[config.mk]
export PLATFORM = sky130hd
export DESIGN_NAME = mult_seq_shift_add
export DESIGN_NICKNAME = d
export VERILOG_FILES = /design/src/rtl/mult_seq_shift_add.sv
export SDC_FILE = /design/constraint.sdc
export NUM_CORES = 1
export LEC_CHECK = 0
export CORE_UTILIZATION = 49
export DETAILED_ROUTE_END_ITERATION = 8
export PLACE_DENSITY = 0.84
export SETUP_SLACK_MARGIN = 0.5
export SLEW_MARGIN = 20
export SYNTH_ARGS = -nofsm -noshare
export SYNTH_HDL_FRONTEND = slang
export SYNTH_SLANG_ARGS = --single-unit
[constraint.sdc]
create_clock -name clk -period 1.7 [get_ports clk]
set_input_delay 0.425 -clock clk [delete_from_list [all_inputs] [get_ports clk]]
set_output_delay 0.425 -clock clk [all_outputs]
set_load 0.03 [all_outputs]
[src/rtl/mult_seq_shift_add.sv]
// Iterative shift-and-add unsigned multiplier, one partial product per clock.
// Define MULT_EARLY_EXIT_EN to stop as soon as the remaining multiplier bits are all zero.
module mult_seq_shift_add #(
   parameter int WIDTH = 4
) (
   input  logic                 clk,
   input  logic                 rst_n,
   input  logic                 in_valid,
   output logic                 in_ready,
   input  logic [WIDTH-1:0]     a,
   input  logic [WIDTH-1:0]     b,
   output logic                 out_valid,
   input  logic                 out_ready,
   output logic [2*WIDTH-1:0]   product,
   output logic                 busy
);

   localparam int CNT_W = $clog2(WIDTH + 1);
   localparam logic [CNT_W-1:0] LAST_STEP = CNT_W'(WIDTH - 1);

   typedef enum logic [1:0] {
      IDLE = 2'd0,
      CALC = 2'd1,
      DONE = 2'd2
   } state_t;

   state_t               state_q, state_d;
   logic [2*WIDTH-1:0]   mcand_q, mcand_d;
   logic [WIDTH-1:0]     mplier_q, mplier_d;
   logic [2*WIDTH-1:0]   acc_q, acc_d;
   logic [CNT_W-1:0]     cnt_q, cnt_d;
   logic [2*WIDTH-1:0]   product_q, product_d;
   logic [2*WIDTH-1:0]   acc_sum;
   logic                 last_step;

   always_ff @(posedge clk or negedge rst_n) begin
      if (!rst_n) begin
         state_q   <= IDLE;
         mcand_q   <= '0;
         mplier_q  <= '0;
         acc_q     <= '0;
         cnt_q     <= '0;
         product_q <= '0;
      end else begin
         state_q   <= state_d;
         mcand_q   <= mcand_d;
         mplier_q  <= mplier_d;
         acc_q     <= acc_d;
         cnt_q     <= cnt_d;
         product_q <= product_d;
      end
   end

   // The add cannot overflow: a WIDTH x WIDTH product always fits in 2*WIDTH bits.
   assign acc_sum = mplier_q[0] ? (acc_q + mcand_q) : acc_q;

`ifdef MULT_EARLY_EXIT_EN
   // Remaining multiplier bits after this step's shift are all zero.
   assign last_step = (mplier_q[WIDTH-1:1] == '0) || (cnt_q == LAST_STEP);
`else
   assign last_step = (cnt_q == LAST_STEP);
`endif

   always_comb begin
      state_d   = state_q;
      mcand_d   = mcand_q;
      mplier_d  = mplier_q;
      acc_d     = acc_q;
      cnt_d     = cnt_q;
      product_d = product_q;
      case (state_q)
         IDLE: begin
            if (in_valid) begin
               mcand_d  = {{WIDTH{1'b0}}, a};
               mplier_d = b;
               acc_d    = '0;
               cnt_d    = '0;
               state_d  = CALC;
            end
         end
         CALC: begin
            acc_d    = acc_sum;
            mcand_d  = mcand_q << 1;
            mplier_d = mplier_q >> 1;
            cnt_d    = cnt_q + 1'b1;
            if (last_step) begin
               product_d = acc_sum;
               state_d   = DONE;
            end
         end
         DONE: begin
            if (out_ready) begin
               state_d = IDLE;
            end
         end
         default: state_d = IDLE;
      endcase
   end

   assign in_ready  = (state_q == IDLE);
   assign out_valid = (state_q == DONE);
   assign busy      = (state_q == CALC) || (state_q == DONE);
   assign product   = product_q;

endmodule

==> results of run 1 <==
==> final cells by class <==
class / instances / area [um^2]
timing repair buffer: 76 / 701
inverter: 7 / 26.3
clock buffer: 7 / 65.1
clock inverter: 1 / 5.00
sequential: 33 / 826
tap: 46 / 57.6
fill: 164 / 536
multi-input combinational: 131 / 1200
==> worst paths after layout <==
path                                 startpoint                     end  slack (ns)  cells past startpoint
min reg2reg                cnt_q[0]$_DFFE_PN0P_    cnt_q[0]$_DFFE_PN0P_        0.53                      1
max reg2reg                acc_q[0]$_DFFE_PN0P_  product[6]$_DFFE_PN0P_       -0.22                      7
min                                       rst_n  mcand_q[4]$_DFFE_PN0P_        0.48                      2
min in group clk           cnt_q[0]$_DFFE_PN0P_    cnt_q[0]$_DFFE_PN0P_        0.53                      1
max in group asynchronous                 rst_n  mcand_q[6]$_DFFE_PN0P_        0.91                      2
max                        acc_q[0]$_DFFE_PN0P_  product[6]$_DFFE_PN0P_       -0.22                      7
==> cells by family (layout without fill, tap and decap cells) <==
group                      Yosys count  after routing  synth area share
xor gates and xnor gates             5              5            0.0246
buffers and inverters               13             91            0.0288
adders and majority gates           13             13            0.0954
DFF                                 33             33             0.463
and+or+nand+nor                     45             45             0.123
muxes                               13             13            0.0737
AOI/OAI and AO/OA                   55             55             0.192
==> timing repair <==
item	CTS	global route
endpoints found under the hold margin	0	0
setup buffers	19	11
gates resized for setup	92	23
endpoints found under the setup margin	44	44
cloned	1	1
pin swaps	11	13
==> per-layer routing <==
layer / vias up / wire, um
met5: - / 0
met4: 0 / 117
met3: 11 / 247
met2: 55 / 2950
met1: 838 / 2030
li1: 786 / -
==> cell usage in the layout, fill, tap and decap left out, drive strengths merged <==
cell type and instances:
buf 65, dfrtp 33, nand2 27, o21ai 24
mux2i 12, ha 12, clkdlybuf4s50 11, a21oi 11
a22o 9, inv 7, clkbuf 7, a31oi 5
nor3b 3, xor2 3, nor2b 3, and2 3
nand3 2, nor2 2, o21bai 2, a21o 2
xnor2 2, and2b 1, a211oi 1, nand2b 1
nand4 1, or3 1, o22ai 1, mux2 1
and3 1, fa 1, clkinv 1
==> state kept, by name, indices dropped and copies added (netlist names) <==
register / cells
acc_q: 8
cnt_q: 3
mcand_q: 8
mplier_q: 4
product: 8
state_q: 2
==> stage by stage <==
step                setup TNS [ns]  total power, mW  area (um^2)
floorplan                  -0.0521             3.57         1960
global placement            -0.602             4.27         2330
detailed placement           -1.16             4.40         2330
CTS                         -0.499             5.67         2700
global route                 -1.20             6.69         2880
finish                      -0.778             6.38         2880
==> power breakdown <==
group	leakage (nW)	total, mW	switching (mW)	internal [mW]
registers	0.435	1.40	0.290	1.11
logic	0.857	4.47	2.15	2.32
clock network	0.0413	0.515	0.275	0.240
==> flow_metrics.env, run 1 <==
export IMPL_synth_top_cell_area_share=0.463
export IMPL_outcome="complete, but fails checks"
export IMPL_critical_path_arrival_ns=2.15
export IMPL_max_slew_margin_rel=0.715
export IMPL_synth_most_common_cell="dfrtp_1"
export IMPL_groute_layer_met2_usage=0.489
export IMPL_worst_clk_skew_ns=0.0147
export IMPL_placed_cells=261
export IMPL_critical_path_max_fanout=3
export IMPL_setup_worst_path_class="reg -> reg"
export IMPL_cts_max_level=2
export IMPL_tritoncts_clock_tree="built"
export IMPL_cts_buffer_depth=2
export IMPL_violations="setup timing"
export IMPL_route_detailed_wl_per_inst_um=17.8
export IMPL_numCtsBuffers=5
export IMPL_row_count=21
export IMPL_first_global_vias=1716
export IMPL_worst_hold_path_type="in -> async"
export IMPL_dr_total_vias=1690
export IMPL_initial_core_util=0.522
export IMPL_die_h_um=62.3
export IMPL_power_density_mw_per_mm2=2220
export IMPL_clock_tree_root_cell="clkbuf_4"
export IMPL_drt_vias_per_instance=5.61
export IMPL_yosys_top_cells_count="dfrtp_1, nand2_1, o21ai_0"
export IMPL_time_the_final_worst_path_needs_with_i_o_delays_and_setup_ns=1.92
export IMPL_finalSetupViolCount=7
export IMPL_stdcell_count=301
export IMPL_drt_first_iter_violations=91
export IMPL_globalRouteOverflowTotal=0
export IMPL_design_die_area_mm2=0.00388
export IMPL_placeableCoreArea_mm2=0.00342
export IMPL_max_cap_viol_count=0
export IMPL_cts_hold_fix_buffers=0
export IMPL_pre_cts_ws_ns=-0.157
export IMPL_cell_type_contributing_the_most_total_cell_area_after_synthesis="dfrtp_1"
export IMPL_crit_path_cell_trace="ha_2, fa_2, a211oi_2, o21bai_1, a21oi_2, mux2i_1, nand2_1"
export IMPL_finalHoldViolations=0
export IMPL_grtUsageMet3=0.0570
export IMPL_layout_nets=279
export IMPL_i_o_buffers=22
export IMPL_synth_ff_latch_count=33
export IMPL_post_synth_num_cell_types=33
export IMPL_path_buf_inv=0
export IMPL_antenna_found_initial=0
export IMPL_met1_usage=0.286
export IMPL_dr_pass1_iters=4
export IMPL_cts_clk_slew_worst_paths_ns=0.11
export IMPL_clock_sinks=33
export IMPL_layout_worst_path_cycle_share=1.13
export IMPL_avgSynthCellArea_um2=10.1
export IMPL_remaining_drc_errors=0
export IMPL_grt_most_used_layer="met2"
export IMPL_crit_required_ns=1.93
export IMPL_floorplan_io_pins=23
export IMPL_worstMarginPinSlew_ns=0.427
export IMPL_grt_max_degree=34
export IMPL_vdd_drop_max_v=0.00176
export IMPL_post_route_utilization=0.843
export IMPL_synthCells=177
export IMPL_dpl_hpwl_um=2870
export IMPL_synth_area_mm2=0.00178
export IMPL_postRouteAntennaNets=0
export IMPL_synth_edf_count=0
export IMPL_hold_ws_ns=0.480
export IMPL_slowest_delay_ns=0.40
export IMPL_postSynthNetCount=202
export IMPL_seq_area_frac_synth=0.463
export IMPL_final_layout_size_suffix_gt1_frac=0.490
export IMPL_first_pass_grt_wire_length_um=7860
export IMPL_timing_critical_path_max_delay_family="adder cells"
export IMPL_drt_total_wl_um=5350
export IMPL_gpl_final_weighted_congestion=0.896
export IMPL_crit_path_top_delay_cell="dfrtp_1"
export IMPL_fmax_ghz=0.520
export IMPL_setup_ws_ns=-0.223
export IMPL_worst_setup_path_end_kind="register"
export IMPL_top_reg_cell_synth="dfrtp_1"
export IMPL_gr_usage_all_layers=0.264
export IMPL_leakagePower_nw=1.33
export IMPL_clk_insertion_delay_late_ns=0.35
export IMPL_ys_warnings_count=0
export IMPL_area_growth_pct=61.5
export IMPL_worstSetupStartpointType="register"
export IMPL_ys_async_sr_fraction=1.00
export IMPL_diodes=0
export IMPL_grt_setup_unrepaired="yes"
export IMPL_final_max_slew_violation_count=0
export IMPL_post_synth_main_area_contributors="dfrtp_1, ha_1, mux2i_1"
export IMPL_die_outline_width_um=62.3
(Power assumes the default switching activity.)
==> inputs of run 2 (changes only) <==
Settings changed: CAP_MARGIN set to 20, GPL_TIMING_DRIVEN set to 0, MAX_ROUTING_LAYER set to met4.
==> run 2 against run 1 <==
Compared with the run above:
- the flow still finishes with violations (setup timing)
- setup slack worse by 0.031 ns
- register-to-register slack got worse by 0.03 ns
- largest cell class unchanged
- sequential share of layout area decreased by 1.1 points
- wire length grew 15%
- core utilization increased by 3.5 points
- critical path depth unchanged
- via count rose by 4.4%
- critical endpoint unchanged
- final area is 4.2% higher
- clock power increased by 23%
- final cell count fell by 1.0%
- sequential cell count unchanged
- combinational power grew 9.6%
==> flow_metrics.env, run 2 (synthesized netlist as in run 1, its figures left out) <==
export IMPL_outcome="complete, but fails checks"
export IMPL_violations="setup timing"
export IMPL_time_the_final_worst_path_needs_with_i_o_delays_and_setup_ns=1.95
export IMPL_clock_sinks=33
export IMPL_drt_total_wl_um=6130
export IMPL_worstMarginPinSlew_ns=0.775
export IMPL_p_switching_mw=2.98
export IMPL_cts_hold_fix_buffers=0
export IMPL_power_density_mw_per_mm2=2320
export IMPL_power_frac_seq=0.205
export IMPL_dpl_hpwl_um=2780
export IMPL_wire_length_on_met2_um=3110
export IMPL_cts_clk_slew_worst_paths_ns=0.11
export IMPL_max_cap_viol_count=0
export IMPL_pre_cts_ws_ns=-0.290
export IMPL_row_count=21
export IMPL_finalSetupViolCount=11
export IMPL_clk_insertion_delay_late_ns=0.34
export IMPL_grt_max_degree=34
export IMPL_globalRouteOverflowTotal=0
export IMPL_numCtsBuffers=5
export IMPL_stdcell_count=298
export IMPL_design_area_mm2=0.00300
export IMPL_gpl_final_weighted_congestion=0.889
export IMPL_remaining_drc_errors=0
export IMPL_design_die_area_mm2=0.00388
export IMPL_met3RoutedLength_um=284
export IMPL_crit_path_cell_trace="ha_2, fa_2, a211oi_2, o21bai_1, a21oi_2, mux2i_1, nand2_1"
export IMPL_layout_nets=276
export IMPL_timing_critical_path_max_delay_family="adder cells"
export IMPL_setup_ws_ns=-0.254
export IMPL_route_detailed_wl_per_inst_um=20.6
export IMPL_highest_signal_layer="met4"
export IMPL_worst_hold_path_type="in -> async"
export IMPL_dr_pass1_iters=4
export IMPL_n_fill_cell=158
export IMPL_first_pass_grt_wire_length_um=7690
export IMPL_share_of_power_burned_in_the_clock_network=0.091
export IMPL_met1_length_um=2420
export IMPL_initial_core_util=0.522
export IMPL_layout_cells_most_common_list="dfrtp_1, buf_6, buf_4, nand2_1, o21ai_1"
export IMPL_setup_worst_path_class="reg -> reg"
export IMPL_first_global_vias=1661
export IMPL_switching_fraction_of_total_power=0.427
export IMPL_i_o_buffers=22
export IMPL_leakagePower_nw=1.34
export IMPL_slowest_delay_ns=0.43
export IMPL_placeableCoreArea_mm2=0.00342
export IMPL_diodes=0
export IMPL_drt_first_iter_violations=153
export IMPL_final_layout_size_suffix_gt1_frac=0.504
export IMPL_gr_usage_all_layers=0.264
export IMPL_floorplan_io_pins=23
export IMPL_clock_tree_root_cell="clkbuf_4"
export IMPL_finalHoldViolations=0
export IMPL_grt_setup_unrepaired="yes"
export IMPL_vdd_drop_max_v=0.00147
export IMPL_p_int_mw=3.98
export IMPL_critical_path_max_fanout=3
export IMPL_placed_cells=245
export IMPL_layout_worst_path_cycle_share=1.15
export IMPL_placed_area_mm2=0.00224
export IMPL_mostFrequentLayoutCell="dfrtp_1"
export IMPL_area_growth_pct=68.3
export IMPL_path_buf_inv=0
export IMPL_tritoncts_clock_tree="built"
export IMPL_cts_max_level=2
export IMPL_critical_path_arrival_ns=2.17
export IMPL_die_h_um=62.3
export IMPL_drt_vias_per_instance=5.92
export IMPL_final_max_slew_violation_count=0
export IMPL_crit_required_ns=1.92
export IMPL_max_slew_margin_rel=0.483
export IMPL_die_outline_width_um=62.3
export IMPL_power_combinational_fraction=0.704
export IMPL_postRouteAntennaNets=0
export IMPL_cts_buffer_depth=2
export IMPL_crit_path_top_delay_cell="dfrtp_1"
export IMPL_worst_clk_skew_ns=0.0111
export IMPL_dr_total_vias=1764
export IMPL_antenna_found_initial=0
export IMPL_worst_setup_path_end_kind="register"
export IMPL_worstSetupStartpointType="register"
export IMPL_fmax_ghz=0.512
==> run 2: cell types whose count changed in the layout (fill, tap and decap cells not counted), sizes merged <==
cell,delta
bufinv,+1
buf,-3
clkbuf,+1
clkinv,-1
clkdlybuf4s50,-2
dlygate4sd2,+1
==> run 2: path summary, 6_finish.rpt <==
check / from / endpoint / slack (ns) / cells past startpoint
min reg2reg: mplier_q[3]$_DFFE_PN0P_ / mplier_q[3]$_DFFE_PN0P_ / 0.52 / 2
min: rst_n / product[1]$_DFFE_PN0P_ / 0.15 / 1
max: acc_q[0]$_DFFE_PN0P_ / product[6]$_DFFE_PN0P_ / -0.25 / 7
max in group asynchronous: rst_n / mcand_q[1]$_DFFE_PN0P_ / 1.02 / 1
max reg2reg: acc_q[0]$_DFFE_PN0P_ / product[6]$_DFFE_PN0P_ / -0.25 / 7
min in group clk: mplier_q[3]$_DFFE_PN0P_ / mplier_q[3]$_DFFE_PN0P_ / 0.52 / 2
==> run 2: timing repair <==
| action | CTS | global route |
|---|---|---|
| setup endpoints to repair | 44 | 44 |
| gates resized for setup | 114 | 47 |
| cloned | 3 | 0 |
| setup buffers | 28 | 14 |
| pin swaps | 16 | 15 |
| endpoints found under the hold margin | 0 | 0 |
==> run 2: per-layer routing <==
layer | track usage | up-vias
met5 | - | -
met4 | 0.145 | 0
met3 | 0.0515 | 29
met2 | 0.445 | 93
met1 | 0.295 | 864
li1 | - | 778
==> run 2: worst register-to-register path, delay by kind of cell, from the launching register on <==
kind            cells  cell delay [ns]
compound gates      3             0.52
fa+ha+maj           2             0.57
flops               1             0.43
mux                 1             0.25
simple gates        1             0.07
==> run 2: power groups by stage <==
stage / Clock (mW) / Sequential, mW / Combinational [mW]
floorplan: 0 / 1.50 / 2.07
global placement: 0 / 1.38 / 2.72
detailed placement: 0 / 1.40 / 2.82
CTS: 0.638 / 1.38 / 3.77
global route: 0.659 / 1.45 / 5.14
finish: 0.632 / 1.43 / 4.90
==> run 2: cell type report <==
| type | instances | area [um^2] | area share |
|---|---|---|---|
| tap | 46 | 57.6 | 0.0192 |
| sequential | 33 | 827 | 0.276 |
| timing repair buffer | 67 | 656 | 0.219 |
| clock buffer | 7 | 55.1 | 0.0183 |
| buffer | 6 | 70.1 | 0.0234 |
| inverter | 7 | 33.8 | 0.0113 |
| multi-input combinational | 131 | 1270 | 0.424 |
| clock inverter | 1 | 30.0 | 0.0100 |
==> run 2: per-stage QoR <==
| step | utilization | total power, mW | setup TNS, ns | hold slack (ns) |
|---|---|---|---|---|
| after floorplan | - | 3.57 | -0.0521 | 0.129 |
| after global placement | 0.656 | 4.10 | -15.85 | 0.460 |
| after detailed placement | 0.655 | 4.22 | -3.01 | 0.477 |
| after CTS | 0.787 | 5.79 | -0.531 | 0.162 |
| after global routing | 0.878 | 7.25 | -2.03 | 0.202 |
| final | 0.878 | 6.96 | -1.16 | 0.149 |
==> inputs of run 3 (changes only) <==
Settings changed: PLACE_DENSITY 0.84 to 0.75.
==> run 3 against run 2 <==
Compared with the run above:
- largest cell class unchanged
- fmax grew 3.0%
- non-clock buffer count grew 10
- sequential power barely moved
- the flow still finishes with violations (setup timing)
- first-iteration DRC count fell by 35%
- combinational power is 3% higher
==> flow_metrics.env, run 3 (synthesized netlist as in run 1, its figures left out) <==
export IMPL_outcome="complete, but fails checks"
export IMPL_violations="setup timing"
export IMPL_worst_setup_path_end_kind="register"
export IMPL_finalSetupViolCount=29
export IMPL_max_slew_margin_rel=0.504
export IMPL_area_growth_pct=71.7
export IMPL_globalRouteOverflowTotal=0
export IMPL_floorplan_io_pins=23
export IMPL_gr_usage_all_layers=0.297
export IMPL_diodes=0
export IMPL_critical_path_max_fanout=3
export IMPL_worstSetupStartpointType="register"
export IMPL_leakagePower_nw=1.42
export IMPL_p_total_mw=6.99
export IMPL_first_global_vias=1776
export IMPL_post_route_utilization=0.896
export IMPL_final_layout_size_suffix_gt1_frac=0.569
export IMPL_grt_max_degree=34
export IMPL_vdd_drop_max_v=0.00174
export IMPL_placeableCoreArea_mm2=0.00342
export IMPL_clk_insertion_delay_late_ns=0.36
export IMPL_worstMarginPinSlew_ns=0.745
export IMPL_layout_cells_most_common_list="buf_4, dfrtp_1, buf_6, nand2_1, o21ai_2"
export IMPL_cts_max_level=2
export IMPL_worst_hold_path_type="in -> async"
export IMPL_postRouteAntennaNets=0
export IMPL_drt_first_iter_violations=99
export IMPL_layout_nets=286
export IMPL_clock_sinks=33
export IMPL_cts_buffer_depth=2
export IMPL_remaining_drc_errors=0
export IMPL_initial_core_util=0.522
export IMPL_power_density_mw_per_mm2=2280
export IMPL_dpl_hpwl_um=2790
export IMPL_gpl_final_weighted_congestion=0.899
export IMPL_layout_worst_path_cycle_share=1.12
export IMPL_design_die_area_mm2=0.00388
export IMPL_setup_worst_path_class="reg -> reg"
export IMPL_setup_ws_ns=-0.197
export IMPL_cts_clk_slew_worst_paths_ns=0.12
export IMPL_row_count=21
export IMPL_crit_required_ns=1.96
export IMPL_tritoncts_clock_tree="built"
export IMPL_fmax_ghz=0.527
export IMPL_first_pass_grt_wire_length_um=8370
export IMPL_finalHoldViolations=0
export IMPL_i_o_buffers=22
export IMPL_grt_setup_unrepaired="yes"
export IMPL_dr_pass1_iters=7
export IMPL_time_the_final_worst_path_needs_with_i_o_delays_and_setup_ns=1.90
export IMPL_final_max_slew_violation_count=0
export IMPL_antenna_found_initial=0
export IMPL_critical_path_arrival_ns=2.16
export IMPL_max_cap_viol_count=0
export IMPL_drt_vias_per_instance=6.12
export IMPL_mostFrequentLayoutCell="buf_4"
export IMPL_clock_tree_root_cell="clkbuf_4"
export IMPL_dr_total_vias=1886
export IMPL_die_h_um=62.3
export IMPL_drt_total_wl_um=6760
export IMPL_worst_clk_skew_ns=0.00693
export IMPL_n_fill_cell=129
export IMPL_die_outline_width_um=62.3
export IMPL_numCtsBuffers=5
export IMPL_route_detailed_wl_per_inst_um=21.9
-- run 3: cell count changes in the layout (fill, tap and decap cells not counted), moves of 3 or more --
cell	before	now
buf_4	25	36
o21ai_2	5	12
nand2_4	2	5
buf_8	8	4
o21ai_1	16	11
-- run 3: worst paths after layout --
path	start	to	slack, ns	depth (start not counted)
min in group clk	mplier_q[1]$_DFFE_PN0P_	mplier_q[1]$_DFFE_PN0P_	0.51	2
hold / removal	rst_n	mcand_q[5]$_DFFE_PN0P_	0.11	1
hold reg to reg	mplier_q[1]$_DFFE_PN0P_	mplier_q[1]$_DFFE_PN0P_	0.51	2
setup reg to reg	mcand_q[0]$_DFFE_PN0P_	product[6]$_DFFE_PN0P_	-0.20	7
setup / recovery	mcand_q[0]$_DFFE_PN0P_	product[6]$_DFFE_PN0P_	-0.20	7
max in group asynchronous	rst_n	cnt_q[0]$_DFFE_PN0P_	1.08	1
-- run 3: timing repair --
action	in CTS	in global routing
gates resized for setup	124	42
pin swaps	16	17
hold buffers	0	0
setup endpoints to repair	44	44
setup buffers	33	19
gates cloned	2	1
-- run 3: cell type report --
cell class / count / area (um^2) / share of cell area
flip-flops and latches: 33 / 827 / 0.270
multi-input cells: 131 / 1290 / 0.423
plain buffers: 6 / 85.1 / 0.0278
inverters: 7 / 26.3 / 0.00858
clock buffers: 6 / 41.3 / 0.0135
repair buffers: 77 / 719 / 0.235
clock inverters: 2 / 10.0 / 0.00327
well taps: 46 / 57.6 / 0.0188
-- run 3: power breakdown --
group / internal [mW] / switching [mW] / leakage, nW
clock: 0.158 / 0.330 / 0.0320
combinational: 2.60 / 2.47 / 0.950
sequential: 1.11 / 0.329 / 0.434
-- run 3: worst max-delay path, cell delays in order, from the launching register on --
cell	delay, ns
dfrtp_1	0.42
ha_2	0.20
fa_2	0.38
a211oi_2	0.21
o21bai_1	0.11
a21oi_2	0.19
mux2i_1	0.22
nand2_1	0.07
-- run 3: metrics by stage --
| step | hold WS [ns] | worst slack, ns | setup TNS, ns | cell area, um^2 | instances |
|---|---|---|---|---|---|
| 2_1_floorplan | 0.129 | -0.0349 | -0.0521 | 1960 | 177 |
| 3_3_place_gp | 0.462 | -0.422 | -16.73 | 2240 | 245 |
| 3_5_place_dp | 0.473 | -0.285 | -3.26 | 2240 | 245 |
| 4_1_cts | 0.143 | -0.167 | -0.444 | 2740 | 288 |
| 5_1_grt | 0.167 | -0.258 | -3.55 | 3060 | 308 |
| 6_report | 0.110 | -0.197 | -2.82 | 3060 | 308 |
-- run 3: per-layer routing --
metal	wire (um)	up-vias	GRT usage
met2	3380	129	0.529
met4	405	0	0.145
met3	509	47	0.0643
met1	2470	913	0.309
li1	-	797	-
met5	0	-	-
